**config.mk**
```make
export PLATFORM = sky130hd
export DESIGN_NAME = dac_spi_serializer
export DESIGN_NICKNAME = d
export VERILOG_FILES = /design/src/rtl/dac_spi_serializer_pkg.sv /design/src/rtl/dac_frame_shifter.sv /design/src/rtl/dac_spi_serializer.sv
export SDC_FILE = /design/constraint.sdc
export NUM_CORES = 1
export LEC_CHECK = 0
export CORE_ASPECT_RATIO = 1.4
export CORE_MARGIN = 4
export CORE_UTILIZATION = 63
export CTS_BUF_LIST = sky130_fd_sc_hd__clkbuf_4
export DETAILED_ROUTE_END_ITERATION = 6
export PLACE_DENSITY = 0.95
export SYNTH_ARGS = -nofsm -noshare
export SYNTH_HDL_FRONTEND = slang
export SYNTH_HIERARCHICAL = 1
export SYNTH_SLANG_ARGS = --single-unit
```
**constraint.sdc**
```tcl
create_clock -name clk_i -period 4.9 [get_ports clk_i]
set_clock_uncertainty 0.15 [all_clocks]
set_input_delay 0.98 -clock clk_i [delete_from_list [all_inputs] [get_ports clk_i]]
set_output_delay 0.98 -clock clk_i [all_outputs]
set_load 0.01 [all_outputs]
```
**src/rtl/dac_spi_serializer_pkg.sv**
```systemverilog
// Shared constants and FSM encoding for the DAC SPI serializer and its frame shifter.
package dac_spi_serializer_pkg;

  localparam int FRAME_BITS = 16;
  localparam int CMD_BITS   = 4;

  typedef enum logic [1:0] {
    ST_IDLE  = 2'd0,
    ST_SETUP = 2'd1,
    ST_SHIFT = 2'd2,
    ST_HOLD  = 2'd3
  } state_e;

  // Counter width that stays legal when the count range collapses to a single value.
  function automatic int cnt_width(input int n);
    return (n > 1) ? $clog2(n) : 1;
  endfunction

endpackage

```
**src/rtl/dac_frame_shifter.sv**
```systemverilog
// Mode-0 SPI frame engine: chip-select framing, SCLK divider, bit counter and MSB-first shift register.
module dac_frame_shifter
  import dac_spi_serializer_pkg::*;
#(
  parameter int CLK_DIV = 1
) (
  input  logic                  clk_i,
  input  logic                  rst_i,
  input  logic                  load_i,
  input  logic [FRAME_BITS-1:0] frame_i,
  output logic                  idle_o,
  output logic                  spi_cs_n_o,
  output logic                  spi_sclk_o,
  output logic                  spi_mosi_o
);

  localparam int               DIV_W    = cnt_width(CLK_DIV);
  localparam logic [DIV_W-1:0] DIV_LAST = DIV_W'(CLK_DIV - 1);
  localparam logic [3:0]       BIT_LAST = 4'(FRAME_BITS - 1);

  state_e                state_q;
  logic [DIV_W-1:0]      div_q;
  logic [3:0]            bit_q;
  logic [FRAME_BITS-2:0] shreg_q;  // bits still to be presented after the MSB
  logic                  cs_n_q;
  logic                  sclk_q;
  logic                  mosi_q;
  logic                  div_done;

  assign div_done   = (div_q == DIV_LAST);
  assign idle_o     = (state_q == ST_IDLE);
  assign spi_cs_n_o = cs_n_q;
  assign spi_sclk_o = sclk_q;
  assign spi_mosi_o = mosi_q;

  // NOTE: every register here updates with <= so all reads see pre-edge values and
  // the block order does not matter; blocking writes would leak new values mid-block.
  always_ff @(posedge clk_i or negedge rst_i) begin
    if (!rst_i) begin
      state_q <= ST_IDLE;
      div_q   <= '0;
      bit_q   <= '0;
      shreg_q <= '0;
      cs_n_q  <= 1'b1;
      sclk_q  <= 1'b0;
      mosi_q  <= 1'b0;
    end else begin
      case (state_q)
        ST_IDLE: begin
          if (load_i) begin
            shreg_q <= frame_i[FRAME_BITS-2:0];
            mosi_q  <= frame_i[FRAME_BITS-1];
            cs_n_q  <= 1'b0;
            div_q   <= '0;
            state_q <= ST_SETUP;
          end
        end
        ST_SETUP: begin
          if (div_done) begin
            div_q   <= '0;
            bit_q   <= '0;
            sclk_q  <= 1'b1;
            state_q <= ST_SHIFT;
          end else begin
            div_q <= div_q + 1'b1;
          end
        end
        ST_SHIFT: begin
          if (!div_done) begin
            div_q <= div_q + 1'b1;
          end else begin
            div_q <= '0;
            if (sclk_q) begin
              // Next bit goes out with the falling edge so it is stable for the whole low phase.
              sclk_q <= 1'b0;
              if (bit_q != BIT_LAST) begin
                mosi_q  <= shreg_q[FRAME_BITS-2];
                shreg_q <= {shreg_q[FRAME_BITS-3:0], 1'b0};
              end
            end else if (bit_q == BIT_LAST) begin
              cs_n_q  <= 1'b1;
              mosi_q  <= 1'b0;
              state_q <= ST_HOLD;
            end else begin
              bit_q  <= bit_q + 4'd1;
              sclk_q <= 1'b1;
            end
          end
        end
        ST_HOLD: begin
          if (div_done) begin
            div_q   <= '0;
            state_q <= ST_IDLE;
          end else begin
            div_q <= div_q + 1'b1;
          end
        end
        default: state_q <= ST_IDLE;
      endcase
    end
  end

endmodule

```
**src/rtl/dac_spi_serializer.sv**
```systemverilog
// Sample-to-DAC bridge: offset-binary conversion, one-deep holding register with sticky
// overflow, and a frame shifter that drives the SPI pins.
module dac_spi_serializer
  import dac_spi_serializer_pkg::*;
#(
  parameter int                  N_FRAC  = 7,
  parameter int                  CLK_DIV = 1,
  parameter logic [CMD_BITS-1:0] DAC_CMD = 4'b0011
) (
  input  logic          clk_i,
  input  logic          rst_i,
  input  logic          enable_i,
  input  logic [N_FRAC:0] data_i,
  input  logic          data_valid_strobe_i,
  input  logic          clear_overflow_i,
  output logic          spi_cs_n_o,
  output logic          spi_sclk_o,
  output logic          spi_mosi_o,
  output logic          busy_o,
  output logic          overflow_o
);

  localparam int SAMPLE_W = N_FRAC + 1;
  localparam int PAD_W    = FRAME_BITS - CMD_BITS - SAMPLE_W;

  logic [SAMPLE_W-1:0]   hold_q, hold_d;
  logic                  hold_full_q, hold_full_d;
  logic                  overflow_q, overflow_d;
  logic                  accept;
  logic                  load;
  logic                  fsm_idle;
  logic [FRAME_BITS-1:0] frame;

  assign accept = enable_i & data_valid_strobe_i;
  assign load   = fsm_idle & hold_full_q;
  assign frame  = FRAME_BITS'({DAC_CMD, hold_q}) << PAD_W;

  // NOTE: each next-state signal gets its hold value first so no path through the
  // block leaves it unassigned, which would otherwise infer a latch.
  always_comb begin
    hold_d      = hold_q;
    hold_full_d = hold_full_q & ~load;
    overflow_d  = overflow_q & ~clear_overflow_i;
    if (accept) begin
      hold_d      = {~data_i[N_FRAC], data_i[N_FRAC-1:0]};
      hold_full_d = 1'b1;
      // Overwrite of an unsent sample wins over a same-cycle clear.
      if (hold_full_q & ~load) overflow_d = 1'b1;
    end
  end

  always_ff @(posedge clk_i or negedge rst_i) begin
    if (!rst_i) begin
      hold_q      <= '0;
      hold_full_q <= 1'b0;
      overflow_q  <= 1'b0;
    end else begin
      hold_q      <= hold_d;
      hold_full_q <= hold_full_d;
      overflow_q  <= overflow_d;
    end
  end

  dac_frame_shifter #(
    .CLK_DIV (CLK_DIV)
  ) u_shifter (
    .clk_i      (clk_i),
    .rst_i      (rst_i),
    .load_i     (load),
    .frame_i    (frame),
    .idle_o     (fsm_idle),
    .spi_cs_n_o (spi_cs_n_o),
    .spi_sclk_o (spi_sclk_o),
    .spi_mosi_o (spi_mosi_o)
  );

  assign busy_o     = ~fsm_idle | hold_full_q;
  assign overflow_o = overflow_q;

endmodule
```
==> results.ini, run 1 <==
[global_route]
grt_pass1_vias=1302
grt_max_degree=35
track_usage_pct=23.4
antenna_found_initial=0
grt-ovfl-total=0
grt_pass1_wl_um=6180

[synthesis]
synth_top_area_share_pct=47.3
synthesis.area_sq_um=1740
synth_edf_count=0
ys_warn_count=6
yosys.area.top_type=dfrtp_1
synth.area.top_cells=dfrtp_1 47%, mux2i_1 8.6%, a21oi_1 6.0%, mux2_4 6.0%, a21oi_2 5.0%
netlist_instances=153
seq_area_frac_synth_pct=48.9
post-synth-top-count-cell=dfrtp_1
synth-seq-cells=34
avgSynthCellArea_sq_um=11.4
post_synth_num_cell_types=43
async_flop_share_pct=100
ys_top_cells_by_count=33 x dfrtp_1, 21 x a21oi_1, 15 x mux2i_1, 10 x a21oi_2, 9 x nand2_1
ys.flop_type=dfrtp_1

[detailed_routing]
ant_nets=0
drt_wl_total_um=3720
dr.pass1.iters=4
drcViolationCount=0
wl_per_cell_um=17.4
via_count=1267
drtIter0Drc=35
via_per_inst=5.95

[sta]
slew_viol_final=0
setup_viol=0
fmaxAchievable_mhz=350
rsz0062_at_grt=false
hold_viol_final=0
setup_slack_ns=2.04
tns_ns=0
min_period_ns=2.86
relSlewSlack_pct=49.2
period_share_pct=58.3
hold_slack_ns=0.353
tightest_slew_ns=0.761

[run]
maxCapViolations=0

[floorplanning]
dieHeight_um=70.3
rows=22
io_pins=18
core_sq_um=2640
die-area_sq_um=3690
start_util_pct=66.0
die_w_um=52.5

[clock_tree]
holdBufCountCts=0
cts_resized=0
cts_max_level=2
cts_buffers=5
path_clk_slew_ns=0.09
post_cts_buffers=0
clk_path_buf_depth=2
cts.sinks=34
cts_tree=built
clock_latency_ns=0.33
clockRootBuffer=clkbuf_4

[run_status]
status=finished clean

[power_and_ir_drop]
p_switching_uw=515
peakVddDrop_mv=0.470
intPower_uw=769
leakagePower_uw=0.000928
clockPowerShare_pct=15.0
powerDensity_nw_per_um2=635
p_sw_share_pct=40.1
p_comb_share_pct=48.7
p_seq_share_pct=36.3

[final_layout]
regArea_sq_um=852
n_fill_cell=157
area_growth_pct=15.9
multiInputGateArea_sq_um=846
final_util_pct=76.5
fin_nets=194
final_layout_size_suffix_gt1_share_pct=17.5
antenna_cells=0

[setup_path]
arrival_ns=1.73
cp-start-kind=flip-flop
worstSetupPathType=reg2out
required_ns=3.77
cp-end-kind=output pin
critPathMaxFanout=8

[worst_hold_path]
hold_path.class=reg2reg

[place]
io_buffers=17
gp_congestion=0.774
dp_hpwl_um=2380
place_ws_ns=2.42

==> kinds of logic (layout without fill, tap and decap cells) <==
kind of cell | after synthesis | in the layout | share of synthesized area (%)
mux | 23 | 23 | 15.3
flops | 34 | 34 | 48.9
xor+xnor | 1 | 1 | 0.502
buf+inv | 14 | 32 | 3.95
compound gates | 48 | 48 | 19.5
simple gates | 27 | 27 | 8.61
other cells | 2 | 8 | 0.431
fa+ha+maj | 4 | 4 | 2.87
==> per-layer routing <==
layer	track usage [%]	share of wire, %	routed length [um]	vias to the layer above
met3	7.46	4.3	160	11
met4	11.4	3.2	120	0
li1	-	-	-	587
met5	0	0	0	-
met1	28.1	43	1580	633
met2	36.7	50	1850	36
==> per-stage QoR <==
stage | std cells | total power [uW] | area, sq um
after floorplan | 159 | 955 | 1770
after global placement | 206 | 1020 | 1950
after detailed placement | 206 | 1070 | 1950
after CTS | 213 | 1280 | 2020
after global routing | 213 | 1370 | 2020
final | 213 | 1280 | 2020
==> power groups by stage <==
stage,combinational (uW),sequential (uW),clock (uW)
floorplan,510,445,0
global placement,564,459,0
detailed placement,600,468,0
CTS,618,464,198
global route,678,478,210
finish,625,467,192
==> area by class of cell <==
type | instances | share of cell area [%]
Clock inverter | 2 | 1.67
Clock buffer | 5 | 1.86
Tap cell | 36 | 2.23
Multi-Input combinational cell | 111 | 41.8
Timing Repair Buffer | 19 | 9.16
Inverter | 6 | 1.11
Sequential cell | 34 | 42.1
==> flip-flops by register name (all words and copies together), names as in the netlist <==
signal	cells
hold_full_q	1
u_shifter/spi_sclk_o	1
u_shifter/state_q	2
overflow_o	1
u_shifter/spi_mosi_o	1
u_shifter/shreg_q	15
u_shifter/bit_q	4
u_shifter/spi_cs_n_o	1
hold_q	8
==> critical path, cell delays in order (launching register included) <==
cell and delay (ns):
dfrtp_1 0.40, inv_1 0.08, ha_1 0.29, nand2b_1 0.10, clkdlybuf4s50_1 0.53
==> placed cells by master, fill, tap and decap left out, drive strengths merged, types with 2 or more instances in the layout <==
| cell | n |
|---|---|
| ha | 4 |
| clkdlybuf4s50 | 17 |
| nand2 | 10 |
| nor2 | 3 |
| o22a | 2 |
| nor2b | 3 |
| mux2i | 15 |
| dfrtp | 33 |
| buf | 2 |
| nand2b | 4 |
| conb | 8 |
| inv | 6 |
| mux2 | 8 |
| a31o | 2 |
| and2 | 2 |
| a21oi | 31 |
| nand3 | 2 |
| a32oi | 2 |
| clkbuf | 5 |
==> final timing paths <==
path | endpoint | startpoint | slack [ns] | depth (start not counted)
max in group asynchronous | u_shifter/spi_cs_n_o | rst_i | 3.37 | 2
max reg2reg | u_shifter/state_q[1] | u_shifter/state_q[0] | 2.32 | 6
max | busy_o | u_shifter/state_q[0] | 2.04 | 4
min reg2reg | u_shifter/spi_mosi_o | u_shifter/spi_mosi_o | 0.35 | 1
min in group asynchronous | u_shifter/bit_q[0] | rst_i | 0.89 | 2
min | u_shifter/spi_mosi_o | u_shifter/spi_mosi_o | 0.35 | 1
(Power assumes the default switching activity.)
==> run 2: changes to the inputs <==
--- a/config.mk
+++ b/config.mk
@@ -7,10 +7,10 @@
 export LEC_CHECK = 0
 export CORE_ASPECT_RATIO = 1.4
 export CORE_MARGIN = 4
-export CORE_UTILIZATION = 63
+export CORE_UTILIZATION = 58
 export CTS_BUF_LIST = sky130_fd_sc_hd__clkbuf_4
 export DETAILED_ROUTE_END_ITERATION = 6
-export PLACE_DENSITY = 0.95
+export PLACE_DENSITY = 0.89
 export SYNTH_ARGS = -nofsm -noshare
 export SYNTH_HDL_FRONTEND = slang
 export SYNTH_HIERARCHICAL = 1
==> constraint.sdc (replaced) <==
create_clock -name clk_i -period 2.8 [get_ports clk_i]
set_clock_uncertainty 0.15 [all_clocks]
set_input_delay 0.56 -clock clk_i [delete_from_list [all_inputs] [get_ports clk_i]]
set_output_delay 0.56 -clock clk_i [all_outputs]
set_load 0.01 [all_outputs]
==> results.ini, run 2 (same netlist as run 1, synthesis figures left out) <==
[final_layout]
reg.largest.list=u_shifter/shreg_q x15, hold_q x8, u_shifter/bit_q x4  ; unchanged
layout_common_cells=33 x dfrtp_1, 21 x a21oi_1, 17 x clkdlybuf4s50_1  ; unchanged
multiInputGateArea_sq_um=846  ; unchanged
n_fill_cell=212  ; was 157
antenna_cells=0  ; unchanged
area_growth_pct=15.4  ; was 15.9%
regArea_sq_um=852  ; unchanged
fin_nets=195  ; was 194
final_common_cell=dfrtp_1  ; unchanged
stdcell_area_sq_um=2010  ; was 2020 sq um
final_layout_size_suffix_gt1_share_pct=18.4  ; was 17.5%
largest_reg_flops=15  ; unchanged
regMostFlops=u_shifter/shreg_q  ; unchanged

[detailed_routing]
ant_nets=0  ; unchanged
drt_wl_total_um=3240  ; was 3720 um
via_count=1223  ; was 1267
via_per_inst=5.66  ; was 5.95
drtIter0Drc=27  ; was 35
drcViolationCount=0  ; unchanged
dr.pass1.iters=4  ; unchanged
wl_per_cell_um=15.0  ; was 17.4 um

[setup_path]
required_ns=2.09  ; was 3.77 ns
crit_chain=inv_1 > ha_1 > nand2b_1 > clkdlybuf4s50_1  ; unchanged
regToRegSetupSlack_ns=0.63  ; was 2.32 ns
worstSetupPathType=reg2out  ; unchanged
max_stage_delay_ns=0.54  ; was 0.53 ns
r2r_end=u_shifter/state_q[1]  ; unchanged
slowest_stage=clkdlybuf4s50_1  ; unchanged
r2r-start=u_shifter/state_q[0]  ; unchanged
ff2ff_path_depth=6  ; unchanged
cp-end-kind=output pin  ; unchanged
cp-start-kind=flip-flop  ; unchanged
arrival_ns=1.69  ; was 1.73 ns
critPathMaxFanout=8  ; unchanged

[clock_tree]
cts_buffers=5  ; unchanged
post_cts_buffers=0  ; unchanged
cts_max_level=2  ; unchanged
cts_resized=0  ; unchanged
clockRootBuffer=clkbuf_4  ; unchanged
cts.sinks=34  ; unchanged
cts_tree=built  ; unchanged
path_clk_slew_ns=0.10  ; was 0.09 ns
clock_latency_ns=0.34  ; was 0.33 ns
clk_path_buf_depth=2  ; unchanged
holdBufCountCts=0  ; unchanged

[global_route]
grt-ovfl-total=0  ; unchanged
grt_util_met3_pct=3.48  ; was 7.46%
grt_pass1_wl_um=5730  ; was 6180 um
grt_use_met1_pct=24.5  ; was 28.1%
met2_usage_pct=32.6  ; was 36.7%
grt_pass1_vias=1258  ; was 1302
grt.busiest_layer=met2  ; unchanged
grt_max_degree=35  ; unchanged
antenna_found_initial=0  ; unchanged
track_usage_pct=19.9  ; was 23.4%

[sta]
period_share_pct=85.8
slew_viol_final=0  ; unchanged
setup_slack_ns=0.396  ; was 2.04 ns
min_period_ns=2.40
setup_viol=0  ; unchanged
hold_viol_final=0  ; unchanged
fmaxAchievable_mhz=416
tns_ns=0  ; unchanged
rsz0062_at_grt=false  ; unchanged

[place]
io_buffers=17  ; unchanged
dp_hpwl_um=2380  ; unchanged
gp_congestion=0.790  ; was 0.774
place_ws_ns=0.629  ; was 2.42 ns
dpl_cell_area_sq_um=1960  ; was 1950 sq um

[floorplanning]
start_util_pct=60.6  ; was 66.0%
core_sq_um=2880  ; was 2640 sq um
dieHeight_um=72.9  ; was 70.3 um
die_w_um=54.3  ; was 52.5 um
rows=23  ; was 22
die-area_sq_um=3960  ; was 3690 sq um
io_pins=18  ; unchanged

[worst_hold_path]
min_to=u_shifter/spi_mosi_o  ; unchanged
hold_depth=1  ; unchanged
hold_path.class=reg2reg  ; unchanged
min_from=u_shifter/spi_mosi_o  ; unchanged

[power_and_ir_drop]
leakagePower_uw=0.000926  ; was 0.000928 uW
powerDensity_nw_per_um2=1050  ; was 635 nW/um^2
peakVddDrop_mv=0.622  ; was 0.470 mV

[run_status]
status=finished clean  ; unchanged

[run]
maxCapViolations=0  ; unchanged

-- run 2: cell types whose count changed in the layout (fill, tap and decap cells not counted) --
| cell | before | now |
|---|---|---|
| buf_4 | 2 | 3 |
| clkbuf_4 | 5 | 6 |
| bufinv_16 | 1 | 0 |
| clkinv_2 | 0 | 1 |
-- run 2: worst max path at each step --
stage / from / end / slack, ns / cells after the start
floorplan: u_shifter/state_q[0] / u_shifter/state_q[1] / 0.90 / 7
global placement: u_shifter/state_q[0] / u_shifter/state_q[1] / 0.76 / 6
detailed placement: u_shifter/state_q[0] / u_shifter/state_q[1] / 0.63 / 6
CTS: u_shifter/state_q[0] / busy_o / 0.38 / 4
global route: u_shifter/state_q[0] / busy_o / 0.30 / 4
finish: u_shifter/state_q[0] / busy_o / 0.40 / 4
-- run 2: layout make-up --
type	instances	area share, %
clock inverters	2	0.435
inverters	6	1.12
flip-flops and latches	34	42.3
repair buffers	20	9.57
multi-input cells	111	42.0
clock buffers	6	2.24
well taps	37	2.30
-- run 2: critical path: cells and delay by family, from the launching register on --
| kind | cells | cell delay (ns) |
|---|---|---|
| buf+inv | 2 | 0.61 |
| flops | 1 | 0.39 |
| fa+ha+maj | 1 | 0.27 |
| simple gates | 1 | 0.10 |
-- run 2: routing by layer --
layer / part of all wire [%] / vias up / routed length [um]
met5: 0 / - / 0
met4: 1.7 / 0 / 55
met3: 3.7 / 6 / 120
met2: 52 / 26 / 1700
met1: 42 / 605 / 1370
li1: - / 586 / -
-- run 2: power by group --
part | internal, uW | total, uW | switching, uW
registers | 677 | 812 | 135
clock network | 104 | 263 | 159
logic | 488 | 1050 | 559
total | 1270 | 2120 | 853
-- run 2: stage by stage --
step / std cells / util [%] / power (uW) / hold WS [ns]
finish: 216 / 70.0 / 2120 / 0.348
global route: 216 / 70.0 / 2290 / 0.368
detailed placement: 208 / 68.1 / 1870 / 0.329
CTS: 216 / 70.0 / 2130 / 0.351
global placement: 208 / 68.1 / 1790 / 0.324
floorplan: 159 / - / 1670 / 0.114
